<file path="src/rtl/wb_arbiter.sv">
// Two-master round-robin arbiter in front of one pipelined Wishbone slave.
// Only grant bookkeeping is registered; every bus path is a mux on the grant.
module wb_arbiter (
  input  logic        clk_i,
  input  logic        rst_i,
  input  logic [31:0] m0_adr_i,
  input  logic [31:0] m0_dat_i,
  output logic [31:0] m0_dat_o,
  input  logic        m0_we_i,
  input  logic [3:0]  m0_sel_i,
  input  logic        m0_stb_i,
  input  logic        m0_cyc_i,
  output logic        m0_ack_o,
  output logic        m0_stall_o,
  input  logic [31:0] m1_adr_i,
  input  logic [31:0] m1_dat_i,
  output logic [31:0] m1_dat_o,
  input  logic        m1_we_i,
  input  logic [3:0]  m1_sel_i,
  input  logic        m1_stb_i,
  input  logic        m1_cyc_i,
  output logic        m1_ack_o,
  output logic        m1_stall_o,
  output logic [31:0] s_adr_o,
  output logic [31:0] s_dat_o,
  input  logic [31:0] s_dat_i,
  output logic        s_we_o,
  output logic [3:0]  s_sel_o,
  output logic        s_stb_o,
  output logic        s_cyc_o,
  input  logic        s_ack_i,
  input  logic        s_stall_i
);

  typedef enum logic [1:0] {
    ST_IDLE = 2'd0,
    ST_GNT0 = 2'd1,
    ST_GNT1 = 2'd2
  } state_t;

  state_t      r_state;
  logic        r_lg;
  logic [3:0]  r_outst;
  logic [3:0]  r_drop;

  logic        w_own_cyc;
  logic        w_abort;
  logic        w_accept;
  logic        w_ack_route;
  logic        w_ack_disc;
  logic [3:0]  w_pend;

  assign w_own_cyc = (r_state == ST_GNT0) ? m0_cyc_i :
                     ((r_state == ST_GNT1) ? m1_cyc_i : 1'b0);
  assign w_abort   = ((r_state == ST_GNT0) && !m0_cyc_i) ||
                     ((r_state == ST_GNT1) && !m1_cyc_i);
  assign w_accept  = s_cyc_o & s_stb_o & ~s_stall_i;

  // Acks owed to an aborted cycle are swallowed until the slave has returned them all.
  assign w_ack_route = s_ack_i & w_own_cyc & (r_drop == 4'd0);
  assign w_pend      = r_drop + (w_abort ? r_outst : 4'd0);
  assign w_ack_disc  = s_ack_i & ~w_ack_route & (w_pend != 4'd0);

  assign m0_dat_o = s_dat_i;
  assign m1_dat_o = s_dat_i;

  // Grant FSM, last-grant pointer and outstanding/discard bookkeeping.
  always_ff @(posedge clk_i) begin
    if (!rst_i) begin
      r_state <= ST_IDLE;
      r_lg    <= 1'b1;
      r_outst <= 4'd0;
      r_drop  <= 4'd0;
    end else begin
      r_drop <= w_pend - {3'd0, w_ack_disc};
      case (r_state)
        ST_IDLE: begin
          r_outst <= 4'd0;
          if (m0_cyc_i && m1_cyc_i) begin
            r_state <= r_lg ? ST_GNT0 : ST_GNT1;
          end else if (m0_cyc_i) begin
            r_state <= ST_GNT0;
          end else if (m1_cyc_i) begin
            r_state <= ST_GNT1;
          end else begin
            r_state <= ST_IDLE;
          end
        end
        ST_GNT0: begin
          if (m0_cyc_i) begin
            r_outst <= r_outst + {3'd0, w_accept} - {3'd0, w_ack_route};
          end else begin
            r_outst <= 4'd0;
            r_lg    <= 1'b0;
            r_state <= m1_cyc_i ? ST_GNT1 : ST_IDLE;
          end
        end
        ST_GNT1: begin
          if (m1_cyc_i) begin
            r_outst <= r_outst + {3'd0, w_accept} - {3'd0, w_ack_route};
          end else begin
            r_outst <= 4'd0;
            r_lg    <= 1'b1;
            r_state <= m0_cyc_i ? ST_GNT0 : ST_IDLE;
          end
        end
        default: begin
          r_state <= ST_IDLE;
          r_outst <= 4'd0;
        end
      endcase
    end
  end

  // Bus muxes: the granted master sees the slave, everyone else is held off.
  always_comb begin
    s_adr_o    = 32'd0;
    s_dat_o    = 32'd0;
    s_we_o     = 1'b0;
    s_sel_o    = 4'd0;
    s_stb_o    = 1'b0;
    s_cyc_o    = 1'b0;
    m0_ack_o   = 1'b0;
    m1_ack_o   = 1'b0;
    m0_stall_o = 1'b1;
    m1_stall_o = 1'b1;
    case (r_state)
      ST_GNT0: begin
        s_adr_o    = m0_adr_i;
        s_dat_o    = m0_dat_i;
        s_we_o     = m0_we_i;
        s_sel_o    = m0_sel_i;
        s_stb_o    = m0_stb_i;
        s_cyc_o    = m0_cyc_i;
        m0_ack_o   = w_ack_route;
        m0_stall_o = s_stall_i;
      end
      ST_GNT1: begin
        s_adr_o    = m1_adr_i;
        s_dat_o    = m1_dat_i;
        s_we_o     = m1_we_i;
        s_sel_o    = m1_sel_i;
        s_stb_o    = m1_stb_i;
        s_cyc_o    = m1_cyc_i;
        m1_ack_o   = w_ack_route;
        m1_stall_o = s_stall_i;
      end
      default: begin
        s_cyc_o = 1'b0;
      end
    endcase
  end

endmodule
</file>
<file path="config.mk">
export PLATFORM = sky130hd
export DESIGN_NAME = wb_arbiter
export DESIGN_NICKNAME = d
export VERILOG_FILES = /design/src/rtl/wb_arbiter.sv
export SDC_FILE = /design/constraint.sdc
export NUM_CORES = 1
export LEC_CHECK = 0
export BUFFER_PORTS_ARGS = -buffer_cell sky130_fd_sc_hd__buf_4
export CAP_MARGIN = 0
export CORE_AREA = 2 2 123 125
export CTS_BUF_LIST = sky130_fd_sc_hd__clkbuf_8
export CTS_CLUSTER_DIAMETER = 50
export DETAILED_ROUTE_END_ITERATION = 7
export DIE_AREA = 0 0 125 127
export PLACE_DENSITY_LB_ADDON = 0.15
export SYNTH_ARGS = -nofsm -noshare
export SYNTH_HDL_FRONTEND = slang
export SYNTH_SLANG_ARGS = --single-unit
export TNS_END_PERCENT = 100
</file>
<file path="constraint.sdc">
create_clock -name clk_i -period 3.1 [get_ports clk_i]
set_input_delay 0.31 -clock clk_i [delete_from_list [all_inputs] [get_ports clk_i]]
set_output_delay 0.31 -clock clk_i [all_outputs]
set_load 0.05 [all_outputs]
</file>
==> results.py <==
metrics = {
    "status": {
        "status": "complete, no violations",
    },
    "route": {
        "iter_0_drt_violations": 85,
        "drc": 0,
        "routed-via-count": 2755,
        "firstDrtPassIters": 4,
        "avgRoutedWirePerCell_um": 15.1,
        "post_drt_via_cell_ratio": 4.24,
        "antenna_left": 0,
        "totalWireLength_um": 9830,
    },
    "clocking": {
        "clock_tree.htree_level_count": 1,
        "clock_insertion_delay_worst_skew_ns": 0.24,
        "cts_sinks": 11,
        "cts_made_buffers": 3,
        "cts.path.max_buffers": 2,
        "tritoncts": "built",
        "post_cts.repair.setup_buffers": 0,
        "clk_transition_reported_paths_ns": 0.06,
        "clock_tree.root_cell": "sky130_fd_sc_hd__clkbuf_8",
    },
    "floorplan": {
        "die_w_um": 125,
        "placeableCoreArea_mm2": 0.0144,
        "rows": 44,
        "die-area_mm2": 0.0159,
        "initial_core_utilization_pct": 16.4,
        "fp.dieH_um": 127,
        "io-pin-count": 317,
    },
    "critical_path": {
        "cp_max_fo": 4,
        "cp_top_family": "adder cells",
        "timing.critical_path.slowest_cell_delay_ns": 0.37,
        "critical-path-top-cell-by-count": "sky130_fd_sc_hd__ha_1",
        "end_kind": "flop",
        "crit_buf_inv": 2,
        "cp_data_arrival_time_ns": 2.98,
        "reg2reg_setup_slack_ns": 0.25,
        "r2r_end": "r_drop[2]",
        "r2r.worst_path.cells": 15,
        "r2r_start": "r_state[0]",
        "worstSetupPathType": "reg2reg",
        "worst_ep_required_time_ns": 3.24,
        "cp-start-kind": "flop",
        "list_of_cells_traversed_by_the_critical_path": "inv_1 > ha_2 > nand2b_1 > nand2_1 > and2_1 > ha_1 > inv_1 > fa_1 > xor2_1 > nand2_1 > o311a_1 > ha_1 > ha_1 > xnor2_1 > and2_1",
        "crit_slowest_cell": "sky130_fd_sc_hd__fa_1",
    },
    "worst_hold_path": {
        "min-delay-start": "rst_i",
        "hold_end": "r_lg",
        "min-delay-path-class": "in2reg",
        "worstHoldPathCells": 2,
    },
    "sta": {
        "timing.final.hold_violations": 0,
        "rsz0062_at_grt": "no",
        "final.period_utilization_pct": 91.8,
        "setup_viol": 0,
        "report.final.slew_viol_count": 0,
        "slew-limit-headroom_pct": 61.1,
        "fin_ws_ns": 0.255,
        "worst_clock_skew_ns": 0.00318,
        "max_clock_freq_mhz": 351,
        "worst_pin_slew_ns": 0.584,
        "final.setup.tns_ns": 0,
        "fin_crit_ns": 2.85,
    },
    "synthesis": {
        "yosys_warnings": 0,
        "postSynthAreaPerCell_um2": 7.28,
        "synthMuxAreaShare_pct": 0.424,
        "synth_flop_cell": "sky130_fd_sc_hd__dfxtp_1",
        "synth_async_sr_flop_share_pct": 0,
        "post_synth_and_or_nand_nor_area_fraction_pct": 26.6,
        "post_synth_inst_count": 324,
        "syn-num-nets": 517,
        "synth.top_cells.by_area": "sky130_fd_sc_hd__a22oi_1, sky130_fd_sc_hd__buf_4, sky130_fd_sc_hd__nor2b_1, sky130_fd_sc_hd__dfxtp_1, sky130_fd_sc_hd__ha_1",
        "synth-compound-area-share_pct": 26.3,
        "largest_family_of_logic_cells_by_synthesized_area": "simple AND/OR/NAND/NOR gates",
        "synth_commonest_cells": "sky130_fd_sc_hd__nor2b_1, sky130_fd_sc_hd__a22oi_1, sky130_fd_sc_hd__buf_4, sky130_fd_sc_hd__clkbuf_1, sky130_fd_sc_hd__ha_1",
        "synth_top_cell_area_share_pct": 22.3,
        "sequential_cell_area_fraction_in_the_yosys_report_pct": 9.33,
        "mappedNetlistArea_mm2": 0.00236,
        "yosys.cell_count.top_type": "sky130_fd_sc_hd__nor2b_1",
        "synth_xor_area_share_pct": 2.60,
        "synth.ff_latch_count": 11,
        "synth_edf_count": 0,
        "yosysUniqueCellTypes": 30,
        "synth_fa_ha_area_share_pct": 8.59,
        "post_synthesis_cell_type_with_the_largest_combined_area": "sky130_fd_sc_hd__a22oi_1",
    },
    "grt": {
        "gr-total-overflow": 0,
        "first_global_vias": 2782,
        "grt_util_all_layers_pct": 11.2,
        "number_of_antenna_violations_at_the_first_check_in_global_routing": 0,
        "grt_first_pass_wirelength_um": 14900,
        "grt_max_degree": 71,
    },
    "power": {
        "vdd_ir_drop_max_mv": 0.179,
        "power_density_mw_per_mm2": 313,
        "leakagePower_nw": 1.72,
    },
    "place": {
        "dp.final_hpwl_um": 7820,
        "port_buffers": 220,
        "detailedPlace.worstSlack_ns": 0.207,
        "finalWeightedCongestion": 0.773,
    },
    "layout": {
        "layout-drive-gt1-share_pct": 50.6,
        "layout.nets": 660,
        "fill_cell_total_of_the_finished_layout": 1612,
        "diodes": 0,
        "synthToLayoutAreaGrowth_pct": 60.1,
    },
    "run": {
        "maxCapViolCount": 0,
    },
}
-- layout make-up --
cell class / count / area, µm² / share of cell area [%]
repair buffers: 226 / 1700 / 44.9
inverters: 12 / 45.0 / 1.19
clock buffers: 3 / 41.3 / 1.09
clock inverters: 1 / 3.75 / 0.0993
well taps: 184 / 230 / 6.09
multi-input cells: 213 / 1540 / 40.8
flip-flops and latches: 11 / 221 / 5.86
-- placed cells by master, fill, tap and decap left out, types with 2 or more instances in the layout --
master                       n
sky130_fd_sc_hd__clkbuf_8    3
sky130_fd_sc_hd__a21oi_1     7
sky130_fd_sc_hd__nor4b_1     2
sky130_fd_sc_hd__a21o_1      2
sky130_fd_sc_hd__ha_1       10
sky130_fd_sc_hd__inv_1      13
sky130_fd_sc_hd__ha_2        3
sky130_fd_sc_hd__dfxtp_1    10
sky130_fd_sc_hd__fa_1        2
sky130_fd_sc_hd__xnor2_1     4
sky130_fd_sc_hd__and2_1      5
sky130_fd_sc_hd__nor2_1      4
sky130_fd_sc_hd__xor2_1      3
sky130_fd_sc_hd__nand2_1     9
sky130_fd_sc_hd__o21ai_0     2
sky130_fd_sc_hd__and3_1      3
sky130_fd_sc_hd__buf_4     226
sky130_fd_sc_hd__a22oi_1    70
sky130_fd_sc_hd__nand2b_1    3
sky130_fd_sc_hd__nor2b_1    73
-- stage by stage --
stage	utilization (%)	std cells	hold slack (ns)	total power, mW	instance area (µm²)
floorplan	-	324	0.485	0.947	2360
global placement	25.8	646	0.553	1.05	3720
detailed placement	25.8	646	0.545	1.05	3720
CTS	26.1	650	0.328	1.20	3770
global route	26.2	650	0.339	1.28	3780
finish	26.2	650	0.322	1.18	3780
-- worst max path at each step --
stage,startpoint,cells past startpoint,to
2_1_floorplan,r_state[1],15,r_drop[2]
3_3_place_gp,r_state[0],15,r_drop[2]
3_5_place_dp,r_state[1],15,r_drop[2]
4_1_cts,r_state[1],15,r_drop[2]
5_1_grt,r_state[0],15,r_drop[2]
6_report,r_state[0],15,r_drop[2]
-- power breakdown --
group          internal, mW  switching (mW)  total, mW
clock                0.0874          0.0592      0.147
combinational         0.379           0.471      0.850
sequential            0.167          0.0183      0.185
-- flip-flops by register name (all words and copies together), names as in the netlist --
name     flops
r_state      2
r_drop       4
r_outst      4
r_lg         1
-- worst reg2reg max path, delay by kind of cell, from the launching register on --
kind | cells | cell delay, ns
adder cells (fa/ha/maj) | 5 | 1.13
AND/OR/NAND/NOR | 5 | 0.55
flip-flops | 1 | 0.34
XOR/XNOR | 2 | 0.30
AO/OA/AOI/OAI | 1 | 0.29
buffers and inverters | 2 | 0.13
-- metal layers --
metal / GRT usage (%) / vias up / part of all wire, %
li1: - / 1342 / -
met5: 0 / - / 0
met4: 1.96 / 0 / 0.93
met3: 2.35 / 9 / 7.9
met1: 13.2 / 1246 / 39
met2: 21.1 / 158 / 52
-- cells by family after synthesis --
family	Yosys count
adders and majority gates	15
DFF	11
AOI/OAI and AO/OA	85
xor gates and xnor gates	7
and+or+nand+nor	105
muxes	1
buffers and inverters	100
-- repair_timing --
item,4_1_cts,5_1_grt
gates resized for setup,0,2
hold buffers,0,0
setup endpoints to repair,0,1
No activity file was read; power rests on OpenSTA's default activity.
